## src/rtl/cv32e40p_ft_fault_monitor.sv

```systemverilog
// Fault monitor for a triplicated (TMR) functional unit.
// Each replica has a leaky-bucket error counter. Mismatches attributed to a
// replica increment its counter, and clean samples decrement it by DECAY.
// A replica whose counter reaches THRESHOLD is latched FAULTY until software
// clears it.
//
// Handshake: sample_i qualifies err_* for one cycle; there is no ready, and
// every asserted sample_i is consumed on the same rising edge.
module cv32e40p_ft_fault_monitor #(
  parameter int CNT_W     = 8,
  parameter int THRESHOLD = 100,
  parameter int DECAY     = 2
) (
  input  logic                  clk,
  input  logic                  rst_n,
  input  logic                  sample_i,
  input  logic [2:0]            err_replica_i,
  input  logic                  err_detected_i,
  input  logic                  err_corrected_i,
  input  logic [2:0]            clear_i,
  output logic [2:0][CNT_W-1:0] cnt_o,
  output logic [2:0]            faulty_o,
  output logic                  degraded_o,
  output logic                  fatal_o,
  output logic                  perf_corrected_o,
  output logic                  perf_uncorrectable_o,
  output logic [2:0]            perf_permanent_o,
  output logic [2:0][1:0]       fsm_state_o
);

  typedef enum logic [1:0] {
    HEALTHY = 2'd0,
    SUSPECT = 2'd1,
    FAULTY  = 2'd2
  } state_e;

  localparam logic [CNT_W-1:0] CNT_MAX = '1;
  localparam logic [CNT_W-1:0] THR     = CNT_W'(THRESHOLD);
  localparam logic [CNT_W-1:0] DEC     = CNT_W'(DECAY);

  state_e                 state_q [3];
  state_e                 state_d [3];
  logic [2:0][CNT_W-1:0]  cnt_q;
  logic [2:0][CNT_W-1:0]  cnt_d;
  logic [2:0][CNT_W-1:0]  upd;
  logic [2:0]             enter_d;
  logic [2:0]             perm_q;
  logic                   corr_q;
  logic                   uncorr_q;
  logic                   corrected;
  logic                   uncorrectable;

  // An uncorrectable disagreement cannot be pinned on any replica.
  assign corrected     = sample_i & err_detected_i & err_corrected_i;
  assign uncorrectable = sample_i & err_detected_i & ~err_corrected_i;

  // Per-replica next state: clear, then FAULTY freeze, then sample update.
  always_comb begin
    for (int k = 0; k < 3; k++) begin
      state_d[k] = state_q[k];
      cnt_d[k]   = cnt_q[k];
      upd[k]     = cnt_q[k];
      enter_d[k] = 1'b0;
      if (clear_i[k]) begin
        cnt_d[k]   = '0;
        state_d[k] = HEALTHY;
      end else if (state_q[k] == FAULTY) begin
        cnt_d[k]   = cnt_q[k];
      end else if (sample_i && !uncorrectable) begin
        if (err_replica_i[k]) begin
          upd[k] = (cnt_q[k] == CNT_MAX) ? CNT_MAX : cnt_q[k] + 1'b1;
        end else begin
          upd[k] = (cnt_q[k] >= DEC) ? cnt_q[k] - DEC : '0;
        end
        cnt_d[k] = upd[k];
        if (upd[k] >= THR) begin
          state_d[k] = FAULTY;
          enter_d[k] = 1'b1;
        end else if (upd[k] == '0) begin
          state_d[k] = HEALTHY;
        end else begin
          state_d[k] = SUSPECT;
        end
      end
    end
  end

  // State, counter and event-pulse registers.
  always_ff @(posedge clk) begin
    if (!rst_n) begin
      for (int k = 0; k < 3; k++) begin
        state_q[k] <= HEALTHY;
      end
      cnt_q    <= '0;
      perm_q   <= '0;
      corr_q   <= 1'b0;
      uncorr_q <= 1'b0;
    end else begin
      for (int k = 0; k < 3; k++) begin
        state_q[k] <= state_d[k];
      end
      cnt_q    <= cnt_d;
      perm_q   <= enter_d;
      corr_q   <= corrected;
      uncorr_q <= uncorrectable;
    end
  end

  // Status flags decoded from registered state only.
  always_comb begin
    for (int k = 0; k < 3; k++) begin
      faulty_o[k]    = (state_q[k] == FAULTY);
      fsm_state_o[k] = state_q[k];
    end
    degraded_o = |faulty_o;
    fatal_o    = (faulty_o[0] & faulty_o[1]) | (faulty_o[0] & faulty_o[2]) |
                 (faulty_o[1] & faulty_o[2]);
  end

  assign cnt_o                = cnt_q;
  assign perf_permanent_o     = perm_q;
  assign perf_corrected_o     = corr_q;
  assign perf_uncorrectable_o = uncorr_q;

endmodule

```

## config.mk

```make
export PLATFORM = sky130hd
export DESIGN_NAME = cv32e40p_ft_fault_monitor
export DESIGN_NICKNAME = d
export VERILOG_FILES = /design/src/rtl/cv32e40p_ft_fault_monitor.sv
export SDC_FILE = /design/constraint.sdc
export NUM_CORES = 1
export LEC_CHECK = 0
export CORE_UTILIZATION = 35
export CTS_BUF_LIST = sky130_fd_sc_hd__clkbuf_4
export CTS_CLUSTER_DIAMETER = 60
export CTS_CLUSTER_SIZE = 16
export DETAILED_ROUTE_END_ITERATION = 8
export MAX_ROUTING_LAYER = met4
export PLACE_DENSITY = 0.53
export SLEW_MARGIN = 15
export SYNTH_ARGS = -nofsm -noshare
export SYNTH_HDL_FRONTEND = slang
export SYNTH_SLANG_ARGS = --single-unit
```

## constraint.sdc

```tcl
create_clock -name clk -period 2.6 [get_ports clk]
set_input_delay 0.52 -clock clk [delete_from_list [all_inputs] [get_ports clk]]
set_output_delay 0.52 -clock clk [all_outputs]
set_load 0.005 [all_outputs]
```

==> impl_metrics.yaml <==
status:
  outcome: "complete, no violations"
yosys:
  syn_nets: 393
  synth.yosys.seq_area_share_pct: 25.2
  syn_area_um2: 2780
  synth.avg_cell_area_um2: 7.50
  synth_edf_count: 0
  yosysMostFrequentCell: "dfxtp_1"
  synthXorXnorAreaFrac_pct: 0.631
  synth_top_family_by_area: "simple AND/OR/NAND/NOR gates"
  ys_types: 69
  yosys-top-cells-area: "dfxtp_1, ha_1, nor2_1"
  async_flop_share_pct: 0
  ys_warn_count: 0
  synth_top_area_share_pct: 25.2
  synth-seq-cells: 35
  synth-compound-area-share_pct: 30.1
  synth-simple-area-share_pct: 30.9
  synth_cells: 370
  synthAdderAreaFrac_pct: 5.77
  synth_top_area_cell: "dfxtp_1"
  ys_dominant_reg_cell: "dfxtp_1"
  synth_commonest_cells: "dfxtp_1, nor2_1, nand2_1"
  synth_mux_area_share_pct: 1.49
cells_and_area:
  syn_to_final_growth_pct: 27.8
  final_cells: 524
  n_antenna_cell: 0
  fin_nets: 444
  final_core_util_pct: 46.1
  drive_above_1_share_pct: 11.1
sta:
  totalNegativeSetupSlack_ns: 0
  slew_viol_final: 0
  rsz0062_at_grt: "no"
  final.setup_skew_ns: 0.0167
  report.final.setup_viol: 0
  min_period_ns: 2.31
  fmax_mhz: 432
  worst_pin_slew_ns: 0.549
  finalHoldViolCount: 0
  relSlewSlack_pct: 63.1
  period_share_pct: 89.0
  setup_ws_ns: 0.287
worst_setup_path:
  cp-start-kind: "flop"
  cp.arrival_ns: 2.55
  r2r_start: "cnt_o[8]$_SDFFE_PP0P_"
  cp_max_fo: 7
  r2r_slack_ns: 0.29
  end_kind: "flop"
  ff2ff_path_depth: 8
  r2r_end: "state_q[0][3]$_SDFFE_PP0P_"
  critPathKind: "reg -> reg"
  required_ns: 2.84
clock_network:
  cts_tree: "done"
  clock_sinks: 35
  cts_max_level: 2
  cts_hold_buf: 0
  clk_latency_ns: 0.34
  clockBufferDepth: 2
  cts_made_buffers: 5
  cts_resized: 0
  cts-root-buf: "clkbuf_4"
  clk_pin_slew_worst_paths_ns: 0.13
  postCtsSetupRepairBufs: 0
power:
  power.leakage_nw: 1.28
  vdd_drop_max_mv: 0.315
  powerDensity_nw_per_um2: 419
worst_hold_path:
  holdCritStartpoint: "cnt_o[2]$_SDFFE_PP0P_"
  holdCritPathClass: "reg -> reg"
  holdPathStages: 2
  hold_end: "cnt_o[2]$_SDFFE_PP0P_"
detailed_routing:
  drt-total-wl_um: 7610
  drtIter0Drc: 138
  via_count: 2909
  final_antenna_net_count: 0
  routedWlPerCell_um: 14.5
  viasPerCell: 5.55
  drcViolationCount: 0
  firstDrtPassIters: 4
die:
  die_y_um: 91.1
  die_area_um2: 8290
  coreArea_um2: 7690
  row_count: 32
  start_util_pct: 36.1
  die_x_um: 91.1
  io_pins: 51
place:
  gp_congestion: 0.894
  io_buffer_count: 50
  dp.cells: 516
  place_ws_ns: 0.0296
  dpl.hpwl_um: 5860
grt:
  grt_util_all_layers_pct: 19.4
  overflow: 0
  grt_pass1_vias: 2682
  grt_pass1_wl_um: 13000
  grt_max_degree: 16
  antenna_found_initial: 0
run:
  maxCapViolCount: 0
-- kinds of logic (layout without fill, tap and decap cells) --
logic type,Yosys count,in the layout
AND/OR/NAND/NOR,156,156
buffers and inverters,40,92
multiplexers,4,4
adder cells (fa/ha/maj),13,13
AO/OA/AOI/OAI,120,120
flip-flops,35,35
XOR/XNOR,2,2
-- how the worst max path moves through the flow --
stage	endpoint	cells after the start	startpoint
after floorplan	state_q[0][4]$_SDFFE_PP0P_	8	cnt_o[18]$_SDFFE_PP0P_
after CTS	fatal_o	3	state_q[0][5]$_SDFFE_PP0P_
after global placement	state_q[0][3]$_SDFFE_PP0P_	7	err_replica_i[1]
after detailed placement	state_q[0][3]$_SDFFE_PP0P_	7	err_replica_i[1]
final	state_q[0][3]$_SDFFE_PP0P_	8	cnt_o[8]$_SDFFE_PP0P_
after global routing	state_q[0][3]$_SDFFE_PP0P_	8	cnt_o[8]$_SDFFE_PP0P_
-- metal layers --
metal | track usage [%] | wire (µm) | up-vias
met2 | 32.2 | 3620 | 67
li1 | - | - | 1489
met5 | - | 0 | -
met3 | 3.18 | 282 | 11
met4 | 4.50 | 98 | 0
met1 | 24.7 | 3610 | 1342
-- through the flow --
stage	power, mW	hold slack (ns)	instance area, µm²
2_1_floorplan	0.855	0.474	2780
3_3_place_gp	1.00	0.480	3440
3_5_place_dp	1.00	0.482	3440
4_1_cts	1.50	0.499	3550
5_1_grt	1.57	0.540	3550
6_report	1.49	0.494	3550
-- flip-flops by register name (all words and copies together) (netlist names) --
name and cells:
cnt_o 24, perf_uncorrectable_o 1, perf_permanent_o 3, perf_corrected_o 1, state_q 6
-- power breakdown --
group	internal (mW)	switching, mW	total [mW]	leakage (nW)
logic	0.195	0.208	0.403	0.944
clock network	0.299	0.195	0.494	0.0514
registers	0.555	0.0326	0.588	0.284
-- cells in the final DEF (no fill, tap or decap), types with 5 or more instances in the layout --
cell type / n
clkdlybuf4s50_1: 50
dfxtp_1: 35
nor2_1: 34
nand2_1: 33
a21oi_1: 25
o21ai_0: 23
buf_4: 19
inv_1: 15
a211oi_1: 15
nor3_1: 14
nand3_1: 13
ha_1: 12
nor2b_1: 8
nand2b_1: 7
and2_1: 7
or2_2: 6
nand4_1: 5
clkbuf_4: 5
-- area by class of cell --
| type | instances | area, µm² |
|---|---|---|
| Clock buffer | 5 | 37.5 |
| Clock inverter | 3 | 67.6 |
| Fill cell | 803 | 4140 |
| Inverter | 15 | 56.3 |
| Multi-Input combinational cell | 295 | 1910 |
| Sequential cell | 35 | 701 |
| Tap cell | 102 | 128 |
| Timing Repair Buffer | 69 | 643 |
-- critical path, stage by stage (launching register included) --
cell      delay, ns
dfxtp_1        0.45
inv_1          0.12
ha_1           0.23
nor4_2         0.35
nand2_1        0.16
a32oi_1        0.42
a311oi_2       0.18
nor2b_1        0.22
a211oi_2       0.09
Note: power is estimated with default switching activity, not from simulation.
